==> src/rtl/bht_update_sched.sv <==
// Branch-history update scheduler: queues resolved branches and writes them to the BHT
// in lookup-idle cycles, and raises redirect/flush on a misprediction.
//
// state    | meaning
// ST_IDLE  | accepting resolved branches
// ST_FLUSH | flush asserted after a mispredict; new results are squashed
module bht_update_sched #(
   parameter int WIDTH_PC     = 32,
   parameter int DEPTH        = 4,
   parameter int FLUSH_CYCLES = 2
) (
   input  logic                         clk,
   input  logic                         rst,
   input  logic                         res_valid,
   output logic                         res_ready,
   input  logic [WIDTH_PC-1:0]          res_pc,
   input  logic [WIDTH_PC-1:0]          res_target,
   input  logic                         res_taken,
   input  logic                         res_mispred,
   input  logic                         lookup_active,
   output logic                         lookup_block,
   output logic                         upd_valid,
   output logic [WIDTH_PC-1:0]          upd_pc,
   output logic [WIDTH_PC-1:0]          upd_target,
   output logic                         upd_taken,
   output logic                         redirect_valid,
   output logic [WIDTH_PC-1:0]          redirect_pc,
   output logic                         flush,
   output logic [$clog2(DEPTH+1)-1:0]   count
);

   localparam int PW = $clog2(DEPTH);
   localparam int CW = $clog2(DEPTH + 1);
   localparam int FW = $clog2(FLUSH_CYCLES + 1);

   localparam logic [0:0] ST_IDLE  = 1'b0;
   localparam logic [0:0] ST_FLUSH = 1'b1;

   logic [WIDTH_PC-1:0] mem_pc  [DEPTH];
   logic [WIDTH_PC-1:0] mem_tgt [DEPTH];
   logic                mem_tk  [DEPTH];

   logic [PW-1:0] wr_ptr;
   logic [PW-1:0] rd_ptr;
   logic [0:0]    state;
   logic [FW-1:0] flush_cnt;
   logic          full;
   logic          push;
   logic          pop;

   assign full         = (count == CW'(DEPTH));
   assign res_ready    = !full && (state == ST_IDLE);
   assign push         = res_valid && res_ready;
   assign upd_valid    = (count != '0) && (!lookup_active || full);
   assign pop          = upd_valid;
   assign lookup_block = full;
   assign upd_pc       = mem_pc[rd_ptr];
   assign upd_target   = mem_tgt[rd_ptr];
   assign upd_taken    = mem_tk[rd_ptr];

   // Storage needs no reset: entries are only visible while count covers them.
   always_ff @(posedge clk) begin
      if (push) begin
         mem_pc[wr_ptr]  <= res_pc;
         mem_tgt[wr_ptr] <= res_target;
         mem_tk[wr_ptr]  <= res_taken;
      end
   end

   always_ff @(posedge clk) begin
      if (rst) begin
         wr_ptr <= '0;
         rd_ptr <= '0;
         count  <= '0;
      end else begin
         if (push) wr_ptr <= wr_ptr + PW'(1);
         if (pop)  rd_ptr <= rd_ptr + PW'(1);
         case ({push, pop})
            2'b10:   count <= count + CW'(1);
            2'b01:   count <= count - CW'(1);
            default: count <= count;
         endcase
      end
   end

   always_ff @(posedge clk) begin
      if (rst) begin
         state          <= ST_IDLE;
         flush_cnt      <= '0;
         redirect_valid <= 1'b0;
         redirect_pc    <= '0;
         flush          <= 1'b0;
      end else begin
         case (state)
            ST_IDLE: begin
               redirect_valid <= 1'b0;
               if (push && res_mispred) begin
                  state          <= ST_FLUSH;
                  redirect_valid <= 1'b1;
                  redirect_pc    <= res_taken ? res_target : res_pc + WIDTH_PC'(4);
                  flush          <= 1'b1;
                  flush_cnt      <= FW'(FLUSH_CYCLES - 1);
               end
            end
            ST_FLUSH: begin
               redirect_valid <= 1'b0;
               if (flush_cnt == '0) begin
                  state <= ST_IDLE;
                  flush <= 1'b0;
               end else begin
                  flush_cnt <= flush_cnt - FW'(1);
               end
            end
            default: begin
               state <= ST_IDLE;
               flush <= 1'b0;
            end
         endcase
      end
   end

endmodule

==> config.mk <==
export PLATFORM = sky130hd
export DESIGN_NAME = bht_update_sched
export DESIGN_NICKNAME = d
export VERILOG_FILES = /design/src/rtl/bht_update_sched.sv
export SDC_FILE = /design/constraint.sdc
export NUM_CORES = 1
export LEC_CHECK = 0
export ABC_AREA = 1
export CORE_ASPECT_RATIO = 1.75
export CORE_UTILIZATION = 30
export DETAILED_ROUTE_END_ITERATION = 7
export PLACE_DENSITY_LB_ADDON = 0.12
export SYNTH_ARGS = -nofsm -noshare
export SYNTH_HDL_FRONTEND = slang
export SYNTH_SLANG_ARGS = --single-unit
==> constraint.sdc <==
create_clock -name clk -period 4.3 [get_ports clk]
set_input_delay 1.075 -clock clk [delete_from_list [all_inputs] [get_ports clk]]
set_output_delay 1.075 -clock clk [all_outputs]
set_load 0.005 [all_outputs]
==> qor.csv <==
stage;metric;value;unit
worst_setup_path;critical path class;reg -> out;
detailed_routing;WL per Instance;20.49;µm
final_layout;Area growth syn-to-layout;26.97;%
yosys;Post-synth EDFFs;260;
global_route;initial antenna violation count;1;
sta;RSZ-0062 raised after global routing;false;
power;Power per Cell Area;549.8;nW/µm²
floorplan;top-level I/O count;175;
yosys;Avg Cell Area, Syn;11.49;µm²
clock_tree;cts hold-fix bufs;0;
worst_setup_path;CP arrival;2.66;ns
sta;Fin Setup TNS;0;ns
final_layout;most frequent cells in the layout;edfxtp_1 (260), nor2_1 (183), clkdlybuf4s50_1 (174);
detailed_routing;routed wire length;37.30;mm
final_layout;layout cells sized above 1;8.038;%
clock_tree;Clock Path Buffers;3;
detailed_routing;Vias/cell;4.691;
yosys;ys async rst share;0;%
place;port bufs;174;
sta;Final Skew;0.009855;ns
yosys;flop and latch count out of synthesis;306;
final_layout;fin nets;1323;
sta;WHS;0.4331;ns
place;Routability Congestion;0.8095;
clock_tree;CTS H-tree lvls;1;
yosys;Main synth FF type;edfxtp_1;
floorplan;core area;40830;µm²
clock_tree;CTS tree;yes;
yosys;post-synth cell types;32;
flow_run;max-cap violations;0;
clock_tree;CTS Sinks;306;
detailed_routing;Iteration-0 DRC Markers;457;
detailed_routing;total iterations of the first detailed-routing run;6;
clock_tree;clock latency on the worst-skew pair;0.56;ns
place;DP Wirelength;23.80;mm
detailed_routing;DRC errors left;0;
clock_tree;cts bufs inserted;30;
sta;# setup viols final;0;
global_route;vias in the first global route;8454;
floorplan;die area;42270;µm²
min_path;Worst Hold Depth;1;
floorplan;die extent in y;271.2;µm
yosys;Synth Cell Area;12430;µm²
worst_setup_path;critical-path maximum fanout;23;
min_path;worst hold path class;reg -> reg;
final_layout;commonest non-fill, non-tap cell in the layout;edfxtp_1;
detailed_routing;Final ANT Viol Nets;0;
sta;crit share post-route;86.89;%
worst_setup_path;WP data required;3.22;ns
floorplan;chip width;155.9;µm
clock_tree;post_cts resized;0;
sta;slew at the pin closest to its max-slew limit;0.7869;ns
global_route;Remaining Overflow, GRT;0;
detailed_routing;via count;8537;
yosys;Mapped Nets;1160;
worst_setup_path;Worst R2R End;count[2]$_SDFFE_PP0P_;
clock_tree;Clock Pin Slew Worst Setup and Hold Paths;0.06;ns
yosys;Warnings, synthesis;0;
sta;Final Hold Viols;0;
yosys;Cells after Synth;1082;
worst_setup_path;startpoint types;register;
power;peak supply drop;286.7;µV
sta;Rel. slew slack;47.54;%
yosys;Seq/Total Area, Yosys;70.24;%
floorplan;Site Rows;98;
min_path;hold_sp;rd_ptr[1]$_SDFFE_PP0P_;
run_status;status;complete, no violations;
global_route;global-route wire length before repair;54.23;mm
global_route;largest net degree at the start of global routing;131;
sta;Period minus WS final;3.736;ns
worst_setup_path;CP Capture Type;output port;
global_route;GR Util All Layers;17.61;%
power;Pleak;5.354;nW
worst_setup_path;R2R Setup Slk;1.92;ns
clock_tree;setup bufs post-CTS;0;
worst_setup_path;Worst R2R Path Depth;12;
floorplan;Initial Utilization;30.43;%
sta;Final Max Tran Viols;0;
sta;achievable frequency;0.2676;GHz
clock_tree;CTS root buf;clkbuf_16;
worst_setup_path;worst r2r src;count[0]$_SDFFE_PP0P_;
[kinds of logic (layout without fill, tap and decap cells)]
kind of cell,after synthesis,in the layout,share of synthesized area (%)
simple gates,370,370,12.38
fa+ha+maj,8,8,0.8659
xor+xnor,10,10,0.7048
other cells,0,1,0
buf+inv,107,294,3.655
compound gates,281,281,12.15
flops,306,306,70.24
[synthesized netlist by cell type, types with 2 or more instances]
cell type,instances,area [µm²]
ha_1,7,87.58
xor2_1,5,43.79
edfxtp_1,260,7807
a21oi_1,49,245.2
inv_2,4,15.01
buf_6,4,45.04
buf_4,2,15.01
nor2_4,6,67.56
a31oi_1,4,25.02
clkbuf_1,42,157.7
nand3_1,31,155.2
or2_2,2,12.51
nor2_2,14,87.58
nand2_2,4,25.02
o211ai_1,3,22.52
o21ai_1,13,65.06
dfxtp_1,46,920.9
nor2_1,187,701.9
xnor2_1,5,43.79
nand2_1,124,465.5
buf_2,10,50.05
inv_1,43,161.4
o21ai_0,144,720.7
o22ai_1,65,406.6
[registers in the layout (all words and copies together), names as in the netlist, named ones only]
register / flops
flush_cnt: 2
redirect_pc: 32
mem_pc: 128
redirect_valid: 1
flush: 1
rd_ptr: 2
mem_tgt: 128
count: 3
state: 1
wr_ptr: 2
mem_tk: 4
[how the worst max path moves through the flow]
stage	endpoint	slack, ns	cells after the start
after floorplan	mem_pc[0][0]$_DFFE_PP_	-0.16	2
after global placement	upd_valid	0.88	4
after detailed placement	upd_valid	0.88	4
after CTS	upd_pc[0]	0.46	4
after global routing	upd_taken	0.42	4
final	upd_pc[0]	0.56	5
[critical path, stage by stage (launching register included)]
cell             delay (ns)
dfxtp_2                0.32
inv_2                  0.39
buf_4                  0.39
o21ai_0                0.14
o22ai_1                0.27
clkdlybuf4s50_1        0.57
[metrics by stage]
step | setup WS [ns] | area (µm²) | util [%] | std cells | total power [mW]
after global placement | 0.8794 | 14830 | 36.31 | 1763 | 6.294
after CTS | 0.4556 | 15780 | 38.64 | 1819 | 8.846
after floorplan | -0.1555 | 12430 | - | 1082 | 4.828
after global routing | 0.4213 | 15780 | 38.64 | 1820 | 9.134
after detailed placement | 0.8832 | 14830 | 36.31 | 1763 | 6.302
final | 0.5637 | 15780 | 38.64 | 1820 | 8.675
[per-layer routing]
metal / track usage, % / up-vias / part of all wire, %
li1: - / 4169 / -
met1: 20.60 / 4136 / 40
met2: 32.73 / 184 / 54
met3: 1.628 / 48 / 3.1
met4: 6.708 / 0 / 2.9
met5: 0 / - / 0
[where the power goes]
group | leakage [nW] | internal (mW) | total, mW | switching [mW]
clock | 0.470 | 1.43 | 2.52 | 1.10
combinational | 2.13 | 1.12 | 2.51 | 1.39
sequential | 2.76 | 3.55 | 3.64 | 0.0934
total | 5.35 | 6.10 | 8.68 | 2.58
[cell type report]
class,count,area (µm²)
tap,550,688.2
timing repair buffer,189,1942
clock buffer,46,892.1
multi-input combinational,669,3274
sequential,306,8733
clock inverter,10,58.81
inverter,49,187.7
antenna,1,2.502
fill,4020,25050
(Power assumes the default switching activity.)
==> RTL change, RTL diff (same settings) <==
Set the parameter `DEPTH` to 8 (it was 4).
--- a/src/rtl/bht_update_sched.sv
+++ b/src/rtl/bht_update_sched.sv
@@ -7,5 +7,5 @@
 module bht_update_sched #(
    parameter int WIDTH_PC     = 32,
-   parameter int DEPTH        = 4,
+   parameter int DEPTH        = 8,
    parameter int FLUSH_CYCLES = 2
 ) (
Ports: changed (resized count); port bits go from 175 to 176. The function was not compared with the original's and may differ.
==> RTL change against the original RTL <==
- cell area rose by 76%
- register-to-register slack got worse by 0.31 ns
- sequential cell count is 264 higher
- synthesized cell count up 81%
- setup slack worse by 0.41 ns
- cell count rose by 75%
- synthesized area is 85% higher
- sequential share of layout area increased by 4.5 points
- first-iteration DRC count increased by 110%
- total power increased by 78%
- routed wire length rose by 86%
- core utilization shrank 2.2 points
==> RTL change: results (changes against the original RTL) <==
logic_synthesis:
  synth_area_leaders: "edfxtp_1, nor2_1, o21ai_0"  # was edfxtp_1, dfxtp_1, o21ai_0
  yosysUniqueCellTypes: 34  # was 32
  synth_edf_count: 520  # was 260
  synth_area_per_cell_um2: 11.8  # was 11.5 µm²
  ys_seq_area_frac: 0.722  # was 0.702
  netlist_top_cells_count: "nor2_1, edfxtp_1, o21ai_0"  # was edfxtp_1, nor2_1, o21ai_0
  synth_fp_nets: 2033  # was 1,160
drt:
  top_layer: "met5"  # was met4
  met1_length_um: 28500  # was 14,900 µm
  dr.pass1.iters: 5  # was 6
  dr_wl_met3_um: 2550  # was 1150 µm
  vias: 15500  # was 8,537
  routed-wl-met2_um: 36000  # was 20,200 µm
  finalWirelength_um: 69300  # was 37,300 µm
cells_and_area:
  top_regs: "mem_pc: 256 flops, mem_tgt: 256 flops, redirect_pc: 32 flops"  # was mem_pc: 128 flops, mem_tgt: 128 flops, redirect_pc: 32 flops
  layout-drive-gt1-share: 0.0703  # was 0.0804
  instances_no_fill: 3182  # was 1,820
  n_antenna_cell: 0  # was 1
grt:
  grt_max_degree: 131  # unchanged
  track_usage: 0.179  # was 0.176
  use_met2: 0.320  # was 0.327
  antenna_found_initial: 2  # was 1
  grt_pass1_vias: 15400  # was 8,454
  use_met1: 0.217  # was 0.206
  grt_first_pass_wirelength_um: 102000  # was 54,200 µm
placed_design:
  io_buffers: 175  # was 174
  place_hpwl_um: 43000  # was 23,800 µm
  place_inst: 3084  # was 1,763
  place_ws_ns: 0.559  # was 0.883 ns
  gp_congestion: 0.803  # was 0.810
clock_network:
  numCtsBuffers: 54  # was 30
  h-tree-depth: 2  # was 1
  insertion_delay_ns: 0.62  # was 0.56 ns
timing:
  worst_slew_pin_slew_ns: 0.829  # was 0.787 ns
  finalClockSkew_ns: 0.0215  # was 0.00986 ns
power:
  leakagePower_nw: 9.20  # was 5.35 nW
  share_comb_of_total_power: 0.276  # was 0.289
  ir_drop_mv: 0.343  # was 0.287 mV
  switching_share: 0.309  # was 0.297
  clock_power_mw: 4.73  # was 2.52 mW
critical_path:
  crit_arrival_ns: 3.07  # was 2.66 ns
  cp_max_fo: 130  # was 23
run_status:
  status: "complete, no violations"  # unchanged
==> RTL change: cell count changes after synthesis, moves of 21 or more <==
cell | before | now
o21ai_0 | 144 | 256
clkbuf_1 | 42 | 63
buf_2 | 10 | 36
edfxtp_1 | 260 | 520
nor2_1 | 187 | 535
a31oi_1 | 4 | 69
==> RTL change: layout make-up <==
cell class | instances | area (µm²)
clock inverters | 32 | 295
clock buffers | 66 | 1420
well taps | 1020 | 1280
multi-input cells | 1221 | 5670
repair buffers | 224 | 2270
inverters | 49 | 199
fillers | 7566 | 48400
flip-flops and latches | 570 | 16600
==> RTL change: worst max-delay path, stage by stage (launching register included) <==
cell and delay (ns):
dfxtp_4 0.39, buf_16 0.48, o21ai_0 0.19, o22ai_1 0.20, nor2_1 0.06, a31oi_1 0.42
clkdlybuf4s50_1 0.60
==> RTL change: logic make-up after synthesis <==
| family | Yosys count | share of synthesized area |
|---|---|---|
| buf+inv | 165 | 0.0337 |
| xor+xnor | 14 | 0.00533 |
| simple gates | 722 | 0.123 |
| flops | 570 | 0.722 |
| fa+ha+maj | 7 | 0.00381 |
| compound gates | 478 | 0.112 |
==> RTL change: worst paths after layout <==
path / start / to / slack [ns] / depth (start not counted)
min: rd_ptr[2]$_SDFFE_PP0P_ / rd_ptr[2]$_SDFFE_PP0P_ / 0.47 / 2
max reg2reg: count[1]$_SDFFE_PP0P_ / mem_pc[0][11]$_DFFE_PP_ / 1.61 / 7
min reg2reg: rd_ptr[2]$_SDFFE_PP0P_ / rd_ptr[2]$_SDFFE_PP0P_ / 0.47 / 2
max: flop / upd_pc[1] / 0.15 / 6
==> RTL change: what timing repair did <==
action	in CTS	in global routing
gates resized for setup	5	0
hold buffers	0	0
setup endpoints to repair	4	0
